[src/rtl/mmu_feeder.sv]
// Double-buffered A/B operand store and job sequencer for the systolic MMU.
// Streams A columns / B rows into the setup skew stages and paces clear/shift.
module mmu_feeder #(
  parameter int unsigned VAR_SIZE = 8,
  parameter int unsigned MMU_SIZE = 10
) (
  input  logic                         clk,
  input  logic                         rst_n,
  input  logic                         wr_en,
  input  logic                         wr_sel,
  input  logic [7:0]                   wr_idx,
  input  logic [VAR_SIZE*MMU_SIZE-1:0] wr_data,
  input  logic                         start,
  output logic                         ready,
  output logic                         busy,
  output logic                         done,
  output logic [VAR_SIZE*MMU_SIZE-1:0] A1,
  output logic [VAR_SIZE*MMU_SIZE-1:0] B1,
  output logic                         clear,
  output logic                         shift
);

  localparam int unsigned RowW = VAR_SIZE * MMU_SIZE;
  localparam int unsigned IdxW = (MMU_SIZE > 1) ? $clog2(MMU_SIZE) : 1;
  localparam int unsigned CntW = $clog2(MMU_SIZE + 1);
  localparam logic [CntW-1:0] CntLast  = CntW'(MMU_SIZE - 1);
  localparam logic [CntW-1:0] CntDrain = CntW'(MMU_SIZE);
  localparam logic [7:0]      NumRows  = 8'(MMU_SIZE);

  typedef enum logic [2:0] {
    StIdle,
    StClear,
    StFeed,
    StDrain,
    StShift
  } state_e;

  state_e            state_q, state_d;
  logic [CntW-1:0]   cnt_q, cnt_d;
  logic              act_q, act_d;
  logic              pending_q, pending_d;
  logic              ready_q;
  logic              busy_q, busy_d;
  logic              done_q, done_d;
  logic              clear_q, clear_d;
  logic              shift_q, shift_d;
  logic [RowW-1:0]   a1_q, a1_d;
  logic [RowW-1:0]   b1_q, b1_d;
  logic [IdxW-1:0]   row_sel;
  logic              wr_ok;

  // [bank][row]; element j of a row sits at bits [j*VAR_SIZE +: VAR_SIZE]
  logic [RowW-1:0]   a_bank_q [2][MMU_SIZE];
  logic [RowW-1:0]   b_bank_q [2][MMU_SIZE];

  // Shadow bank is locked while a committed job waits for IDLE.
  assign wr_ok   = wr_en && !pending_q && (wr_idx < NumRows);
  assign row_sel = cnt_q[IdxW-1:0];

  always_ff @(posedge clk or negedge rst_n) begin
    if (!rst_n) begin
      for (int b = 0; b < 2; b++) begin
        for (int i = 0; i < MMU_SIZE; i++) begin
          a_bank_q[b][i] <= '0;
          b_bank_q[b][i] <= '0;
        end
      end
    end else if (wr_ok) begin
      if (wr_sel) begin
        b_bank_q[~act_q][wr_idx[IdxW-1:0]] <= wr_data;
      end else begin
        a_bank_q[~act_q][wr_idx[IdxW-1:0]] <= wr_data;
      end
    end
  end

  always_comb begin
    state_d   = state_q;
    cnt_d     = cnt_q;
    act_d     = act_q;
    pending_d = pending_q;
    busy_d    = 1'b0;
    done_d    = 1'b0;
    clear_d   = 1'b0;
    shift_d   = 1'b0;
    a1_d      = '0;
    b1_d      = '0;

    if (start && !pending_q) begin
      pending_d = 1'b1;
    end

    unique case (state_q)
      StIdle: begin
        if (pending_q) begin
          act_d     = ~act_q;
          pending_d = 1'b0;
          state_d   = StClear;
        end
      end
      StClear: begin
        busy_d  = 1'b1;
        clear_d = 1'b1;
        cnt_d   = '0;
        state_d = StFeed;
      end
      StFeed: begin
        busy_d = 1'b1;
        // A1 carries column k of A, B1 carries row k of B
        for (int j = 0; j < MMU_SIZE; j++) begin
          a1_d[j*VAR_SIZE +: VAR_SIZE] = a_bank_q[act_q][j][row_sel*VAR_SIZE +: VAR_SIZE];
        end
        b1_d = b_bank_q[act_q][row_sel];
        if (cnt_q == CntLast) begin
          cnt_d   = '0;
          state_d = StDrain;
        end else begin
          cnt_d = cnt_q + 1'b1;
        end
      end
      StDrain: begin
        // One skew cycle plus N compute cycles before results can shift out.
        busy_d = 1'b1;
        if (cnt_q == CntDrain) begin
          cnt_d   = '0;
          state_d = StShift;
        end else begin
          cnt_d = cnt_q + 1'b1;
        end
      end
      StShift: begin
        busy_d  = 1'b1;
        shift_d = 1'b1;
        if (cnt_q == CntLast) begin
          done_d  = 1'b1;
          cnt_d   = '0;
          state_d = StIdle;
        end else begin
          cnt_d = cnt_q + 1'b1;
        end
      end
      default: begin
        state_d = StIdle;
      end
    endcase
  end

  always_ff @(posedge clk or negedge rst_n) begin
    if (!rst_n) begin
      state_q   <= StIdle;
      cnt_q     <= '0;
      act_q     <= 1'b0;
      pending_q <= 1'b0;
      ready_q   <= 1'b1;
      busy_q    <= 1'b0;
      done_q    <= 1'b0;
      clear_q   <= 1'b0;
      shift_q   <= 1'b0;
      a1_q      <= '0;
      b1_q      <= '0;
    end else begin
      state_q   <= state_d;
      cnt_q     <= cnt_d;
      act_q     <= act_d;
      pending_q <= pending_d;
      ready_q   <= ~pending_d;
      busy_q    <= busy_d;
      done_q    <= done_d;
      clear_q   <= clear_d;
      shift_q   <= shift_d;
      a1_q      <= a1_d;
      b1_q      <= b1_d;
    end
  end

  assign ready = ready_q;
  assign busy  = busy_q;
  assign done  = done_q;
  assign clear = clear_q;
  assign shift = shift_q;
  assign A1    = a1_q;
  assign B1    = b1_q;

endmodule

[config.mk]
export PLATFORM = sky130hd
export DESIGN_NAME = mmu_feeder
export DESIGN_NICKNAME = d
export VERILOG_FILES = /design/src/rtl/mmu_feeder.sv
export SDC_FILE = /design/constraint.sdc
export NUM_CORES = 2
export LEC_CHECK = 0
export BUFFER_PORTS_ARGS = -buffer_cell sky130_fd_sc_hd__buf_2
export CELL_PAD_IN_SITES_DETAIL_PLACEMENT = 0
export CELL_PAD_IN_SITES_GLOBAL_PLACEMENT = 2
export CORE_MARGIN = 3
export CORE_UTILIZATION = 40
export CTS_CLUSTER_SIZE = 28
export DETAILED_ROUTE_END_ITERATION = 6
export GPL_TIMING_DRIVEN = 0
export PLACE_DENSITY_LB_ADDON = 0.1
export SETUP_SLACK_MARGIN = 0.05
export SLEW_MARGIN = 20
export SYNTH_ARGS = -nofsm -noshare
export SYNTH_HDL_FRONTEND = slang
export SYNTH_SLANG_ARGS = --single-unit
export TNS_END_PERCENT = 1
[constraint.sdc]
create_clock -name clk -period 3.65 [get_ports clk]
set_input_delay 0.5475 -clock clk [delete_from_list [all_inputs] [get_ports clk]]
set_output_delay 0.5475 -clock clk [all_outputs]
set_load 0.01 [all_outputs]
==> impl_summary.txt <==
----------------------------------------------------
[Place]
  Number of buffers added on ports ... between 150 and 200
  Instance area at placement ... 157000 µm²
  Post-placement cell count ... 14216
  Pre-CTS setup slack ... -1.98 ns
  HPWL after DPL ... approximately 430 mm
  Routability Congestion ... 0.901

[Die]
  Die height ... 613 µm
  Initial cell density of the core ... between 40% and 50%
  I/O Pins ... approximately 260
  Std-Cell Core Area ... between 300000 and 400000 µm²
  Horizontal die dimension ... 613 µm
  Floorplan row count ... 222
  Area enclosed by the die boundary ... 376000 µm²

[Power and ir drop]
  Sequential group share of total power ... between 30 and 40%
  Maximum resistive drop on vdd ... 0.754 mV
  Cell leakage power ... 84.4 nW
  Power density cells ... 592 nW/µm²
  Internal power contribution ... 68.2 mW
  Total design power ... 102 mW
  Gate power share ... between 20% and 30%
  Portion of total power attributed to the clock network ... 39.2%
  Switching power total ... 33.5 mW
  Switching share of power ... 33.0%

[Yosys]
  Number of standard cells after synthesis ... between 9000 and 10000
  Cell taking the most area after synthesis ... dfrtp_1
  Part of the Yosys area used for sequential elements ... between 50 and 60%
  Synthesized area ... roughly 150000 µm²
  Net count after synthesis ... 9202
  Number of synthesized register bits ... 3374
  Area contributors post-synth ... dfrtp_1, mux2_2, mux4_2
  Synth Warn # ... 0
  Number of distinct library cells after synthesis ... 42
  Share of the synthesized area in the top cell type ... 57.2%
  Mean post-synth cell area ... 16.2 µm²

[Cells and area]
  Layout Area Growth over Synthesis ... 16.5%
  Non-filler instance count after layout ... around 15000
  Nets ... 9898
  Number of inserted filler cells in the final layout ... 31635
  Final core utilization ... 46.9%
  Layout cells sized above 1 ... roughly 53%
  Post-route cell area ... ~170000 µm²

[STA]
  Final Max Slew Viols ... 0
  Slew @ Worst Pin ... 1.42 ns
  Final setup violating endpoints ... 10
  Final cycle utilization of the critical path ... 104%
  Number of hold violations in the final report ... 30
  Final critical-path setup slack ... -0.164 ns
  Hold slack final ... -0.0615 ns
  Total negative setup slack ... -0.778 ns
  Worst-case clock skew ... between 0.05 and 0.06 ns
  Worst rel slew slack ... 4.84%
  Setup repair after global routing missed its margin ... yes
  Clock period minus final worst setup slack ... 3.81 ns
  F_max ... 262 MHz

[Clocking]
  Deepest level of the CTS H-tree ... 5
  Maximum clock insertion buffer count ... 4
  Clock tree from TritonCTS ... yes
  Clock latency reported for the late side of the worst-skew pair ... just under 1 ns
  Worst-path clk slew ... around 0.060 ns
  CTS Buf Count ... 383
  Clock tree root buffer cell ... clkbuf_16
  CTS sink count ... between 3000 and 4000

[Worst setup path]
  Family with the most delay on the worst path ... buffers and inverters
  Worst path cell trace ... buf_6 -> buf_6 -> clkbuf_8 -> buf_16 -> buf_6 -> mux4_2 -> mux2i_4 -> o211ai_1
  Register-to-register path setup slack ... -0.16 ns
  CP startpoint kind ... flip-flop
  WP buf/inv ... 5
  R2r worst-path depth ... 8
  Terminus of the critical flop-to-flop path ... A1[4]$_DFF_PN0_
  CP max-delay cell ... o211ai_1
  Type of element capturing the critical path ... flip-flop
  Startpoint of the worst-slack reg-to-reg timing path ... cnt_q[1]$_DFFE_PN0P_
  Data required time of the worst path ... 4.38 ns
  CP arrival ... 4.55 ns
  Delay of the slowest cell on the worst path ... 1.15 ns
  Type of the worst setup path ... flip-flop to flip-flop
  Max FO, Critical Path ... 10
  Top cell by count, worst path ... buf_6

[Global route]
  Sum of overflow across all layers after global routing ... 0
  Maximum number of pins on one net before global-route repair ... roughly 150
  Global-route wire length before repair ... 814 mm
  Number of antenna violations at the first check in global routing ... 84
  Via count of the first global-routing pass ... 93940
  Total track usage ... 31.8%

[Drt]
  Number of DRC markers after the initial detailed-route iteration ... 7972
  DRC violations left ... 0
  Number of routed nets with antenna violations ... 0
  Pre-antenna DRT Iters ... 5
  Wire length per cell after detailed routing ... 40.1 µm
  Via count ... 90055
  Vias per Instance ... between 5 and 6
  Detailed-route wire length ... 603 mm

[Outcome]
  Violations in the final reports ... negative hold slack, negative setup slack
  Run status ... complete, but fails checks

[Flow run]
  Number of max-cap violations ... 0

[Worst hold path]
  Worst min-delay path class ... primary input to async pin

----------------------------------------------------
worst reg2reg max path, cell delays in order, from the launching register on:
cell and delay (ns):
dfrtp_2 0.53, buf_6 0.27, buf_6 0.32, clkbuf_8 0.30, buf_16 0.18, buf_6 0.32, mux4_2 0.34, mux2i_4 0.16
o211ai_1 1.16
flip-flops by register name (all words and copies together), names as in the netlist:
register and cells:
pending_q 1, b_bank_q 1600, shift 1, A1 80, a_bank_q 1600, state_q 3, cnt_q 4, act_q 1
done 1, ready 1, busy 1, clear 1, B1 80
cells in the final DEF (no fill, tap or decap), types with 42 or more instances in the layout:
master	netlist	routed
a221o_1	42	42
nand2_1	284	272
clkbuf_2	0	166
clkinv_2	0	71
a22oi_1	118	96
buf_1	253	133
clkbuf_8	0	119
diode_2	0	84
o211ai_1	118	118
mux2i_1	117	84
clkbuf_16	0	397
dfrtp_1	3373	3370
buf_2	105	341
clkbuf_1	567	449
mux2_1	68	68
mux4_2	800	800
a22o_1	42	42
mux2_2	3134	3134
buf_16	0	62
worst max-delay path by stage:
stage | start | endpoint | slack, ns | cells after the start
after floorplan | wr_idx[7] | b_bank_q[1159]$_DFFE_PN0P_ | 0.94 | 6
after detailed placement | rst_n | pending_q$_DFF_PN0_ | -1.98 | 9
after global placement | rst_n | b_bank_q[372]$_DFFE_PN0P_ | -73.18 | 1
after CTS | cnt_q[2]$_DFFE_PN0P_ | A1[20]$_DFF_PN0_ | -0.06 | 7
final | cnt_q[1]$_DFFE_PN0P_ | A1[4]$_DFF_PN0_ | -0.16 | 8
after global routing | cnt_q[0]$_DFFE_PN0P_ | A1[3]$_DFF_PN0_ | -0.07 | 9
routing by layer:
metal  part of all wire (%)  wire, µm  global-route usage, %
met1                     42    254000                   43.0
met2                     46    278000                   49.4
met3                    7.2     43700                   7.33
met4                    4.6     27600                   13.5
met5                  0.023       141                      0
cells by family after synthesis:
family,Yosys count,synth area share (%)
AOI/OAI and AO/OA,332,1.79
xor gates and xnor gates,2,0.0119
buffers and inverters,933,2.46
DFF,3374,57.2
muxes,4119,37.5
and+or+nand+nor,349,1.04
power groups by stage:
stage / Sequential [mW] / Combinational [mW] / Clock [mW]
2_1_floorplan: 38.6 / 9.40 / 0
3_3_place_gp: 38.7 / 21.1 / 0
3_5_place_dp: 38.6 / 23.4 / 0
4_1_cts: 38.0 / 23.8 / 40.5
5_1_grt: 38.0 / 24.2 / 42.0
6_report: 38.0 / 23.8 / 39.9
area by class of cell:
class | instances | area, µm² | share of cell area [%]
clock inverters | 114 | 1270 | 0.738
flip-flops and latches | 3374 | 84400 | 49.1
repair buffers | 313 | 3910 | 2.27
plain buffers | 923 | 4360 | 2.54
well taps | 4816 | 6030 | 3.51
multi-input cells | 4802 | 59900 | 34.9
diodes | 84 | 210 | 0.122
clock buffers | 586 | 11700 | 6.81
inverters | 8 | 30.0 | 0.0175
cell usage after synthesis (all sizes together):
cell	n
and3	2
mux2i	117
o2bb2ai	1
or2	2
o22ai	1
or3b	1
o21ai	4
dfrtp	3373
nor4	13
a221o	42
or4	1
o22a	1
nand2	284
nor2	12
o221ai	1
a211o	1
mux4	800
dfstp	1
nor3	18
nand2b	6
o21a	1
a22o	42
or4b	1
clkbuf	567
mux2	3202
nor4bb	2
or3	2
buf	358
nand3	3
o211ai	118
inv	8
nor4b	1
a22oi	118
xnor2	2
a211oi	1
a21oi	1
and2	1
what timing repair did:
action | 4_1_cts | 5_1_grt
gates cloned | 4 | 3
pin swaps | 12 | 1
endpoints found under the setup margin | 3761 | 616
gates resized for setup | 225 | 19
hold endpoints to repair | 131 | 128
hold buffers | 2 | 7
setup buffers | 4 | 0
(Power assumes the default switching activity.)
